[config.mk]
export PLATFORM = sky130hd
export DESIGN_NAME = csr_file_flat
export DESIGN_NICKNAME = d
export VERILOG_FILES = /design/src/rtl/csr_if.sv /design/src/rtl/csr_file.sv /design/src/flat_wrapper.sv
export SDC_FILE = /design/constraint.sdc
export NUM_CORES = 1
export LEC_CHECK = 0
export ABC_CLOCK_PERIOD_IN_PS = 7200
export BUFFER_PORTS_ARGS = -buffer_cell sky130_fd_sc_hd__buf_2
export CAP_MARGIN = 40
export CORE_MARGIN = 2
export CORE_UTILIZATION = 64
export DETAILED_ROUTE_END_ITERATION = 6
export GPL_ROUTABILITY_DRIVEN = 0
export PLACE_DENSITY = 0.9
export SYNTH_ARGS = -nofsm -noshare
export SYNTH_HDL_FRONTEND = slang
export SYNTH_SLANG_ARGS = --single-unit
[constraint.sdc]
create_clock -name clk -period 7.2 [get_ports clk]
set_input_delay 0.36 -clock clk [delete_from_list [all_inputs] [get_ports clk]]
set_output_delay 0.36 -clock clk [all_outputs]
set_load 0.005 [all_outputs]
[src/rtl/csr_if.sv]
// csr_if: CSR read/write port between the pipeline (master) and the CSR file (slave).
interface csr_if;
  logic [11:0] csr_raddr;
  logic [31:0] csr_rdata;
  logic        csr_we;
  logic [11:0] csr_waddr;
  logic [31:0] csr_wdata;
  modport master (output csr_raddr, csr_we, csr_waddr, csr_wdata, input csr_rdata);
  modport slave (input csr_raddr, csr_we, csr_waddr, csr_wdata, output csr_rdata);
endinterface

[src/rtl/csr_file.sv]
// csr_file: machine-mode CSRs, 64-bit cycle/instret counters, interrupt entry/MRET redirect and WFI sleep.
module csr_file (
  input  logic        clk,
  input  logic        rst_n,
  csr_if.slave        bus,
  input  logic        instret_valid,
  input  logic        ext_irq,
  input  logic        timer_irq,
  input  logic        irq_allow,
  input  logic [31:0] trap_pc,
  input  logic        mret,
  input  logic        wfi,
  output logic        redirect_valid,
  output logic [31:0] redirect_pc,
  output logic        wfi_stall
);
  typedef enum logic {RUN, SLEEP} state_e;
  state_e      state_q;
  logic        mie_q, mpie_q, meie_q, mtie_q;
  logic [31:0] mtvec_q, mepc_q;
  logic [63:0] mcycle_q, mcycle_d, minstret_q, minstret_d;
  logic [31:0] mstatus_v, mie_v, mip_v, reg_v;
  logic [1:0]  pending;
  logic        take_irq, do_mret, bypass;
  logic        w300, w304, w305, w341, w_cl, w_ch, w_il, w_ih;

  function automatic logic [31:0] wmask(input logic [11:0] a);
    return a == 12'h300 ? 32'h0000_0088 :
           a == 12'h304 ? 32'h0000_0880 :
           (a == 12'h305 || a == 12'h341) ? 32'hFFFF_FFFC :
           (a == 12'hB00 || a == 12'hB80 || a == 12'hB02 || a == 12'hB82) ? 32'hFFFF_FFFF : 32'h0;
  endfunction

  assign mstatus_v = {19'b0, 2'b11, 3'b0, mpie_q, 3'b0, mie_q, 3'b0};
  assign mie_v     = {20'b0, meie_q, 3'b0, mtie_q, 7'b0};
  assign mip_v     = {20'b0, ext_irq, 3'b0, timer_irq, 7'b0};
  assign pending   = {ext_irq & meie_q, timer_irq & mtie_q};
  assign take_irq  = |pending & mie_q & irq_allow & (state_q == RUN);
  assign do_mret   = mret & ~take_irq;
  // rst_n gate keeps a stray mret from redirecting while held in reset
  assign redirect_valid = rst_n & (take_irq | do_mret);
  assign redirect_pc    = take_irq ? mtvec_q : mepc_q;
  assign wfi_stall      = state_q == SLEEP;

  always_comb begin
    w300 = bus.csr_we && bus.csr_waddr == 12'h300;
    w304 = bus.csr_we && bus.csr_waddr == 12'h304;
    w305 = bus.csr_we && bus.csr_waddr == 12'h305;
    w341 = bus.csr_we && bus.csr_waddr == 12'h341;
    w_cl = bus.csr_we && bus.csr_waddr == 12'hB00;
    w_ch = bus.csr_we && bus.csr_waddr == 12'hB80;
    w_il = bus.csr_we && bus.csr_waddr == 12'hB02;
    w_ih = bus.csr_we && bus.csr_waddr == 12'hB82;
    mcycle_d = (w_cl | w_ch) ? {w_ch ? bus.csr_wdata : mcycle_q[63:32], w_cl ? bus.csr_wdata : mcycle_q[31:0]}
                             : mcycle_q + 64'd1;
    minstret_d = (w_il | w_ih) ? {w_ih ? bus.csr_wdata : minstret_q[63:32], w_il ? bus.csr_wdata : minstret_q[31:0]}
                               : minstret_q + {63'd0, instret_valid};
    reg_v = bus.csr_raddr == 12'h300 ? mstatus_v :
            bus.csr_raddr == 12'h304 ? mie_v :
            bus.csr_raddr == 12'h305 ? mtvec_q :
            bus.csr_raddr == 12'h341 ? mepc_q :
            bus.csr_raddr == 12'h344 ? mip_v :
            (bus.csr_raddr == 12'hB00 || bus.csr_raddr == 12'hC00) ? mcycle_q[31:0] :
            (bus.csr_raddr == 12'hB80 || bus.csr_raddr == 12'hC80) ? mcycle_q[63:32] :
            (bus.csr_raddr == 12'hB02 || bus.csr_raddr == 12'hC02) ? minstret_q[31:0] :
            (bus.csr_raddr == 12'hB82 || bus.csr_raddr == 12'hC82) ? minstret_q[63:32] : 32'h0;
    bypass = bus.csr_we && bus.csr_waddr == bus.csr_raddr && wmask(bus.csr_raddr) != 32'h0;
    bus.csr_rdata = bypass ? (bus.csr_wdata & wmask(bus.csr_raddr)) | (bus.csr_raddr == 12'h300 ? 32'h1800 : 32'h0)
                           : reg_v;
  end

  always_ff @(posedge clk or negedge rst_n) begin
    if (!rst_n) begin
      state_q    <= RUN;
      mie_q      <= 1'b0;
      mpie_q     <= 1'b0;
      meie_q     <= 1'b0;
      mtie_q     <= 1'b0;
      mtvec_q    <= 32'h0;
      mepc_q     <= 32'h0;
      mcycle_q   <= 64'h0;
      minstret_q <= 64'h0;
    end else begin
      mcycle_q   <= mcycle_d;
      minstret_q <= minstret_d;
      if (w304) begin
        meie_q <= bus.csr_wdata[11];
        mtie_q <= bus.csr_wdata[7];
      end
      if (w305) mtvec_q <= bus.csr_wdata & 32'hFFFF_FFFC;
      if (take_irq) begin
        mepc_q <= trap_pc & 32'hFFFF_FFFC;
        mpie_q <= mie_q;
        mie_q  <= 1'b0;
      end else begin
        if (w341) mepc_q <= bus.csr_wdata & 32'hFFFF_FFFC;
        if (do_mret) begin
          mie_q  <= mpie_q;
          mpie_q <= 1'b1;
        end else if (w300) begin
          mie_q  <= bus.csr_wdata[3];
          mpie_q <= bus.csr_wdata[7];
        end
      end
      // wake ignores MIE: any enabled pending source ends the sleep
      state_q <= (state_q == RUN && wfi && !(|pending)) ? SLEEP :
                 (state_q == SLEEP && |pending) ? RUN : state_q;
    end
  end
endmodule

[src/flat_wrapper.sv]
// flat-port wrapper written by rule: the top's interface ports become plain ports
module csr_file_flat 
  (clk, rst_n, instret_valid, ext_irq, timer_irq, irq_allow, trap_pc, mret, wfi, redirect_valid, redirect_pc, wfi_stall, bus_csr_raddr, bus_csr_we, bus_csr_waddr, bus_csr_wdata, bus_csr_rdata);
  csr_if bus_i ();
  input  logic clk;
  input  logic rst_n;
  input  logic instret_valid;
  input  logic ext_irq;
  input  logic timer_irq;
  input  logic irq_allow;
  input  logic [31:0] trap_pc;
  input  logic mret;
  input  logic wfi;
  output logic redirect_valid;
  output logic [31:0] redirect_pc;
  output logic wfi_stall;
  input wire logic [$bits(bus_i.csr_raddr)-1:0] bus_csr_raddr;
  input wire logic [$bits(bus_i.csr_we)-1:0] bus_csr_we;
  input wire logic [$bits(bus_i.csr_waddr)-1:0] bus_csr_waddr;
  input wire logic [$bits(bus_i.csr_wdata)-1:0] bus_csr_wdata;
  output wire logic [$bits(bus_i.csr_rdata)-1:0] bus_csr_rdata;
  assign bus_i.csr_raddr = bus_csr_raddr;
  assign bus_i.csr_we = bus_csr_we;
  assign bus_i.csr_waddr = bus_csr_waddr;
  assign bus_i.csr_wdata = bus_csr_wdata;
  assign bus_csr_rdata = bus_i.csr_rdata;
  csr_file u_core (.clk(clk), .rst_n(rst_n), .bus(bus_i), .instret_valid(instret_valid), .ext_irq(ext_irq), .timer_irq(timer_irq), .irq_allow(irq_allow), .trap_pc(trap_pc), .mret(mret), .wfi(wfi), .redirect_valid(redirect_valid), .redirect_pc(redirect_pc), .wfi_stall(wfi_stall));
endmodule
==> results.ini <==
[power]
power_density_nw_per_um2 = 166
clkPwrFrac = 0.385
seqPwrFrac = 0.489
switching_share = 0.307
power.internal_mw = 1.74
combPwrFrac = 0.125
p_sw_mw = 0.772
p_leak_nw = 6.54
ir_drop_v = 0.000178

[placed_design]
dp_hpwl_mm = 35.2
portBuffers = 158

[critical_path]
path_max_fanout = 15
cp.buffers_inverters = 0
cp_cell_sequence = ha_1 -> ha_1 -> nand4_1 -> nor4_2 -> nand4_1 -> or3_1 -> a2bb2oi_1 -> o21a_1
end_kind = register
cpLargestDelayFamily = simple AND/OR/NAND/NOR gates
crit_type = reg -> reg
worstPathRequired_ns = 7.54
startpoint_type = register
slowest_stage = nand4_1
crit_arrival_ns = 3.86
slowest_delay_ns = 0.63

[grt]
track_usage = 0.454
overflow = 0
antenna_found_initial = 1
grt_pass1_wl_mm = 77.9
grt_max_degree = 93
grt_pass1_vias = 14100

[floorplanning]
ioPinCount = 163
fp-row-count = 53
die_area_um2 = 22300
die_width_um = 149
initial_utilization = 0.646
die_h_um = 149
core_um2 = 20900

[yosys]
yosys-top-cells-area = dfrtp_1 36%, mux2_2 6.7%, nand2_1 4.9%
syn_inst = 1605
synth_common_cells = 193 x dfrtp_1, 176 x nand2_1, 145 x nor2_1, 125 x a21oi_1, 90 x o21ai_0
synth_flop_cell = dfrtp_1
synth.most_common_cell = dfrtp_1
yosysTopAreaCell = dfrtp_1
netlist_area_um2 = 13500
async_reset_ff_frac = 1.00
netlist-cell-type-count = 84
yosysWarnings = 0
synth-edff-count = 0
netlist.area_leader.share = 0.358
synth_seq_cells = 193
synth_area_per_cell_um2 = 8.41
ys_seq_area_frac = 0.358

[detailed_routing]
postRouteAntennaNets = 0
firstDrtPassIters = 7
drcViolationCount = 0
totalWireLength_mm = 50.1
first_iter_violations = 2862
vias = 14800
wire_per_inst_um = 25.2
vias_per_cell = 7.45

[layout]
fin_util = 0.723
layout.nets = 1800
syn2layout_area_growth_pct = 11.9
drive_gt1_frac = 0.208

[timing]
max_freq_mhz = 284
finalSetupTns_ns = 0
worst_pin_slew_ns = 0.894
hold_violations = 0
timing.final.crit_share = 0.489
period_needed_ns = 3.52
rsz0062_at_grt = no
slew_headroom = 0.403
skew_ns = 0.0111
slew_violations = 0
setup_viol = 0

[clocking]
cts_max_path_buffers = 2
clk_latency_ns = 0.45
clk_pin_slew_ns = 0.08
clk_root_buffer_cell = clkbuf_16
cts_tree = yes
htree_levels = 4
cts_resized = 0
cts_buffers = 17
clkSinkCount = 193

[flow_run]
cap_violations = 0

[worst_hold_path]
hp-class = in -> reg

[status]
status = complete, no violations

[worst register-to-register path, stage by stage, from the launching register on]
cell       delay, ns
dfrtp_1         0.43
ha_1            0.40
ha_1            0.29
nand4_1         0.32
nor4_2          0.47
nand4_1         0.63
or3_1           0.60
a2bb2oi_1       0.15
o21a_1          0.13
[final cells by class]
| class | instances | area [um2] |
|---|---|---|
| Sequential cell | 193 | 4830 |
| Fill cell | 1471 | 5790 |
| Tap cell | 275 | 344 |
| Clock inverter | 14 | 146 |
| Timing Repair Buffer | 192 | 1180 |
| Antenna cell | 1 | 2.50 |
| Multi-Input combinational cell | 1265 | 8060 |
| Inverter | 31 | 116 |
| Clock buffer | 17 | 425 |
[power groups by stage]
stage	combinational, mW	sequential [mW]	clock (mW)
2_1_floorplan	0.174	1.21	0
3_3_place_gp	0.281	1.24	0
3_5_place_dp	0.297	1.24	0
4_1_cts	0.300	1.22	0.959
5_1_grt	0.337	1.24	1.01
6_report	0.315	1.23	0.968
[sequential cells by signal (all words and copies together), names as in the netlist]
register,cells
u_core.mtvec_q,30
u_core.mcycle_q,64
u_core.wfi_stall,1
u_core.mpie_q,1
u_core.minstret_q,64
u_core.meie_q,1
u_core.mepc_q,30
u_core.mtie_q,1
u_core.mie_q,1
[metrics by stage]
| stage | power (mW) | std cells | cell area (um2) | worst slack [ns] | hold WS, ns |
|---|---|---|---|---|---|
| after floorplan | 1.39 | 1606 | 13500 | 4.71 | 0.0644 |
| after global placement | 1.52 | 1943 | 14300 | 2.60 | 0.371 |
| after detailed placement | 1.54 | 1955 | 14500 | 3.81 | 0.371 |
| after CTS | 2.48 | 1987 | 15100 | 3.87 | 0.0989 |
| after global routing | 2.58 | 1987 | 15100 | 3.48 | 0.115 |
| final | 2.51 | 1988 | 15100 | 3.68 | 0.0993 |
[metal layers]
metal  wire, um  vias to the layer above  track usage
li1           -                     6247            -
met2      21300                     1378        0.670
met4       3640                        0        0.280
met1      16900                     6835        0.561
met5          0                        -            0
met3       8180                      348        0.175
[logic make-up (layout without fill, tap and decap cells)]
group	Yosys count	after routing	synth area share
AOI/OAI and AO/OA	466	466	0.230
xor gates and xnor gates	27	27	0.0175
adders and majority gates	3	3	0.00278
buffers and inverters	148	254	0.0479
DFF	193	193	0.358
muxes	129	129	0.105
other	1	3	0.000278
and+or+nand+nor	638	638	0.239
[final timing paths]
check,startpoint,to,slack [ns],cells past startpoint
min,trap_pc[4],u_core.mepc_q[4],0.1,3
min reg2reg,u_core.mtvec_q[20],u_core.mtvec_q[20],0.53,1
max reg2reg,u_core.minstret_q[0],u_core.minstret_q[54],3.68,8
max,u_core.minstret_q[0],u_core.minstret_q[54],3.68,8
min in group asynchronous,rst_n,u_core.wfi_stall,0.45,2
max in group asynchronous,rst_n,u_core.minstret_q[10],5.65,4
[cells in the final DEF, fill, tap and decap left out, types with 17 or more instances in the layout]
| cell type | count |
|---|---|
| dfrtp_1 | 193 |
| nand2_1 | 176 |
| buf_2 | 157 |
| nor2_1 | 145 |
| a21oi_1 | 124 |
| o21ai_0 | 90 |
| mux2_2 | 80 |
| nand3_1 | 68 |
| mux2i_1 | 47 |
| nor3_1 | 44 |
| o22ai_1 | 44 |
| nand4_1 | 43 |
| inv_1 | 30 |
| a211oi_1 | 28 |
| nor4_1 | 27 |
| xnor2_1 | 25 |
| o221ai_1 | 23 |
| or3_1 | 21 |
| and3_1 | 21 |
| buf_4 | 21 |
| o211ai_1 | 19 |
| o311ai_0 | 18 |
| clkbuf_16 | 17 |
[what timing repair did]
action,CTS,global route
endpoints found under the hold margin,54,0
hold buffers,1,0
setup buffers,0,0
No activity file was read; power rests on OpenSTA's default activity.
